`config.mk`:
```
export PLATFORM = sky130hd
export DESIGN_NAME = skid_pipe_reg
export DESIGN_NICKNAME = d
export VERILOG_FILES = /design/src/rtl/skid_pipe_reg.sv
export SDC_FILE = /design/constraint.sdc
export NUM_CORES = 1
export LEC_CHECK = 0
export ABC_AREA = 1
export CAP_MARGIN = 5
export CORE_MARGIN = 4
export CORE_UTILIZATION = 45
export CTS_CLUSTER_SIZE = 24
export DETAILED_ROUTE_END_ITERATION = 8
export PLACE_DENSITY = 0.75
export SYNTH_ARGS = -nofsm -noshare
export SYNTH_HDL_FRONTEND = slang
export SYNTH_SLANG_ARGS = --single-unit
```
`constraint.sdc`:
```
create_clock -name clk -period 2.4 [get_ports clk]
set_input_delay 0.6 -clock clk [delete_from_list [all_inputs] [get_ports clk]]
set_output_delay 0.6 -clock clk [all_outputs]
set_load 0.02 [all_outputs]
```
`src/rtl/skid_pipe_reg.sv`:
```
// skid_pipe_reg: elastic pipeline stage with valid/ready on both sides.
// A main register drives out_data directly; a skid register catches the one
// extra word that can arrive in the cycle after downstream stalls, so in_ready
// can stay registered without losing throughput.
// Optional feature macro: SKID_STALL_CNT_EN adds a saturating 16-bit stall_cnt
// output counting cycles with out_valid & !out_ready.
module skid_pipe_reg #(
    parameter int               WIDTH = 32,
    parameter logic [0:WIDTH-1] RESET = '0
) (
    input  logic             clk,
    input  logic             rst,
    input  logic             flush,
    input  logic             in_valid,
    output logic             in_ready,
    input  logic [0:WIDTH-1] in_data,
    output logic             out_valid,
    input  logic             out_ready,
    output logic [0:WIDTH-1] out_data
`ifdef SKID_STALL_CNT_EN
    ,
    output logic [0:15]      stall_cnt
`endif
);

    // EMPTY: nothing held; BUSY: main holds a word; FULL: main and skid hold words
    localparam logic [1:0] ST_EMPTY = 2'd0;
    localparam logic [1:0] ST_BUSY  = 2'd1;
    localparam logic [1:0] ST_FULL  = 2'd2;

    logic [1:0]       state;
    logic [0:WIDTH-1] main_p0;
    logic [0:WIDTH-1] skid_p0;
    logic             acc;
    logic             take;

    assign acc      = in_valid & in_ready;
    assign take     = out_valid & out_ready;
    assign out_data = main_p0;

    // Handshake state machine; out_valid/in_ready are registered alongside state
    always_ff @(posedge clk or posedge rst) begin
        if (rst) begin
            state     <= ST_EMPTY;
            out_valid <= 1'b0;
            in_ready  <= 1'b1;
            main_p0   <= RESET;
            skid_p0   <= RESET;
        end else if (flush) begin
            // Flush wins over any simultaneous transfer; the incoming word is dropped
            state     <= ST_EMPTY;
            out_valid <= 1'b0;
            in_ready  <= 1'b1;
            main_p0   <= RESET;
            skid_p0   <= RESET;
        end else begin
            case (state)
                ST_EMPTY: begin
                    if (acc) begin
                        main_p0   <= in_data;
                        state     <= ST_BUSY;
                        out_valid <= 1'b1;
                        in_ready  <= 1'b1;
                    end
                end
                ST_BUSY: begin
                    if (acc && take) begin
                        main_p0 <= in_data;
                    end else if (acc) begin
                        // Downstream stalled: park the new word behind main
                        skid_p0  <= in_data;
                        state    <= ST_FULL;
                        in_ready <= 1'b0;
                    end else if (take) begin
                        // main keeps the last word so out_data stays stable when idle
                        state     <= ST_EMPTY;
                        out_valid <= 1'b0;
                    end
                end
                ST_FULL: begin
                    // in_ready is low here, so in_valid cannot cause an acceptance
                    if (take) begin
                        main_p0  <= skid_p0;
                        state    <= ST_BUSY;
                        in_ready <= 1'b1;
                    end
                end
                default: begin
                    state     <= ST_EMPTY;
                    out_valid <= 1'b0;
                    in_ready  <= 1'b1;
                end
            endcase
        end
    end

`ifdef SKID_STALL_CNT_EN
    function automatic logic [0:15] sat_inc(input logic [0:15] v);
        return (v == 16'hFFFF) ? v : v + 16'd1;
    endfunction

    // Stall counter: counts cycles a valid word waits on downstream, saturating
    always_ff @(posedge clk or posedge rst) begin
        if (rst) begin
            stall_cnt <= 16'd0;
        end else if (flush) begin
            stall_cnt <= 16'd0;
        end else if (out_valid && !out_ready) begin
            stall_cnt <= sat_inc(stall_cnt);
        end
    end
`endif

endmodule

```
==> summary.md <==
| Metric | Value |
|---|---|
| Setup WS pre-CTS | 0.280 ns |
| H-tree lvl count | 3 |
| DP Area | about 0.0041 mm2 |
| WHS | roughly 0.47 ns |
| Final Max Tran Viols | 0 |
| Starting Density | 0.473 |
| Worst EP arrival | between 1 and 1.5 ns |
| HPWL after DPL | approximately 5.4 mm |
| ANT cells | 0 |
| Setup CP Type | reg -> out |
| Worst-Margin Slew | ~0.36 ns |
| Count of cell types in the netlist | 18 |
| Clk root buf | clkbuf_8 |
| Via-per-instance ratio | roughly 5.2 |
| CTS Buf Count | 9 |
| RR Endpoint | out_data[8] |
| CTS Hold Buffers Added | 0 |
| Crit-path slowest cell | clkdlybuf4s50_1 |
| Fillers | 631 |
| Cells taking the most area after synthesis | dfrtp_1 (51%), nand3_1 (13%), nand2_1 (11%) |
| Crit-path leading delay family | buffers and inverters |
| Final Setup Violations | 0 |
| Peak supply drop | 0.619 mV |
| Vias | 3019 |
| Hold Startpoint | out_data[3] |
| Gpl congestion | 0.909 |
| Die W | 93.2 um |
| Final nets | 519 |
| Initial antenna violation count | 0 |
| Setup TNS | 0 ns |
| CP required | around 1.8 ns |
| Post-Syn Area | 0.00326 mm2 |
| Most used flip-flop cell after synthesis | dfrtp_1 |
| DRT Pass-1 Iters | 4 |
| Status | complete, no violations |
| First-pass GRT wire length | 13.9 mm |
| Ports | 71 |
| Clk_skew | between 0.005 and 0.006 ns |
| Gr ovfl total | 0 |
| Net Count, Synth | 449 |
| Final worst-path cycle share | 0.867 |
| WP buf/inv | 1 |
| Cell taking the most area after synthesis | dfrtp_1 |
| GR Util All Layers | 0.199 |
| Post-synth EDFFs | 0 |
| Avg Synthesized Cell Area | roughly 8 um2 |
| Slowest stage delay, CP | around 0.6 ns |
| Sink Count | 68 |
| Post-route setup slack | 0.320 ns |
| Total power density per cell area | 1100 mW/mm2 |
| LEAKAGE | 2.10 nW |
| FF-to-FF setup slack | ~0.58 ns |
| Row cnt | 30 |
| Vias in the first global route | around 2.9k |
| DRC | 0 |
| Reg2Reg Depth | 8 |
| CP Launch Type | flip-flop |
| Worst Hold Endpoint | out_data[3] |
| Hold crit path type | reg -> reg |
| FF-to-FF Start | state[0] |
| FF+latch count, synth | 68 |
| RSZ-0062 raised after global routing | false |
| Asr flop ratio synth | 1.00 |
| CTS clk-pin slew, worst paths | ~0.070 ns |
| DR iter-0 viols | 225 |
| Layout cells sized above 1 | 0.0807 |
| Tmin final | between 2 and 2.5 ns |
| Fmax | 0.481 GHz |
| Share of the yosys chip area belonging to registers | 0.522 |
| Resize count post-CTS | 0 |
| Die area | roughly 0.0087 mm2 |
| Post-route cell area | 0.00429 mm2 |
| Chip Height | 93.2 um |
| CP Capture Type | output pin |
| Setup bufs post-CTS | 0 |
| Syn Inst Count | 408 |
| Critical path, cell by cell | clkdlybuf4s50_1 |
| Drt wl/cell | ~14 um |
| WL final | 8.08 mm |
| Clock buffer depth | 2 |
| Skew-Pair Late Insertion Delay | between 0.3 and 0.4 ns |
| Hold Path Cell Cnt | 2 |
| Synth top area share | 0.514 |
| Port bufs | 70 |
| Pin count of the biggest net entering global routing | 69 |
| Max cap viols | 0 |
| Rel. slew slack | 0.758 |
| Synth warnings | 0 |
| Critical Path Fanout Max | 3 |
| Hold Vio Cnt, Final | 0 |
| Area delta synth->final | 31.3% |
| CTS tree | built |
| Area of the core | 0.00691 mm2 |
| DRT antenna net count | 0 |
==> cell usage after synthesis, types with 2 or more instances <==
master,n
o21ai_0,53
nand3_1,82
ha_1,4
buf_1,2
buf_4,3
o21bai_1,2
nand2_1,98
dfrtp_1,67
inv_1,28
inv_2,2
nor2_1,20
a21oi_1,20
clkbuf_1,4
buf_2,19
==> area by class of cell <==
type / count / area [um2] / area share
clock buffer: 10 / 138 / 0.0321
clock inverter: 6 / 63.8 / 0.0149
inverter: 30 / 113 / 0.0263
multi-input combinational: 282 / 1310 / 0.305
sequential: 68 / 1700 / 0.397
tap: 96 / 120 / 0.0280
timing repair buffer: 87 / 841 / 0.196
==> tightest hold or removal path: stages, from the launching register on <==
cell	delay [ns]
dfrtp_1	0.35
nand2_1	0.05
nand2_1	0.04
==> through the flow <==
step,total power [mW],util,std cells
6_report,4.71,0.621,579
5_1_grt,5.04,0.621,579
4_1_cts,4.75,0.621,579
3_5_place_dp,3.79,0.591,563
3_3_place_gp,3.74,0.591,563
2_1_floorplan,2.91,-,408
==> worst max path at each step <==
stage                   from      endpoint  slack, ns  cells past startpoint
finish              in_ready      in_ready       0.32                      1
global route        in_ready      in_ready       0.28                      1
CTS                 in_ready      in_ready       0.30                      1
detailed placement     flush  out_data[12]       0.28                      8
global placement       flush   skid_p0[20]       0.33                      7
floorplan                rst   out_data[0]       0.09                      1
==> flip-flops by register name, indices dropped and copies added, names as in the netlist <==
signal	cells
skid_p0	32
state	2
out_data	32
in_ready	1
out_valid	1
==> layer usage <==
layer  GRT usage  vias to the layer above  routed length (um)  share of wire
li1            -                     1478                   -              -
met2       0.295                      102                3740           0.46
met5           0                        -                   0              0
met4      0.0830                        0                 152          0.019
met1       0.278                     1427                3620           0.45
met3      0.0491                       12                 564          0.070
==> cells by family (layout without fill, tap and decap cells) <==
logic type	count (synthesis)	after routing	share of synthesized area
buffers and inverters	58	133	0.0774
adders and majority gates	4	4	0.0153
AOI/OAI and AO/OA	76	76	0.119
DFF	68	68	0.522
and+or+nand+nor	202	202	0.267
==> report_power, final <==
part | leakage (nW) | switching, mW | internal [mW]
clock network | 0.0983 | 0.441 | 0.506
logic | 1.11 | 1.23 | 0.852
registers | 0.892 | 0.184 | 1.50
==> layout by cell type (no fill, tap or decap), types with 2 or more instances in the layout <==
cell and instances:
dfrtp_1 67, nand3_1 82, inv_2 3, o21bai_1 2, nand2_1 98, o21ai_0 53
clkbuf_8 10, clkinv_2 2, buf_4 16, inv_1 27, nor2_1 20, clkinvlp_4 2
a21oi_1 20, ha_1 4, clkdlybuf4s50_1 70
(Power assumes the default switching activity.)
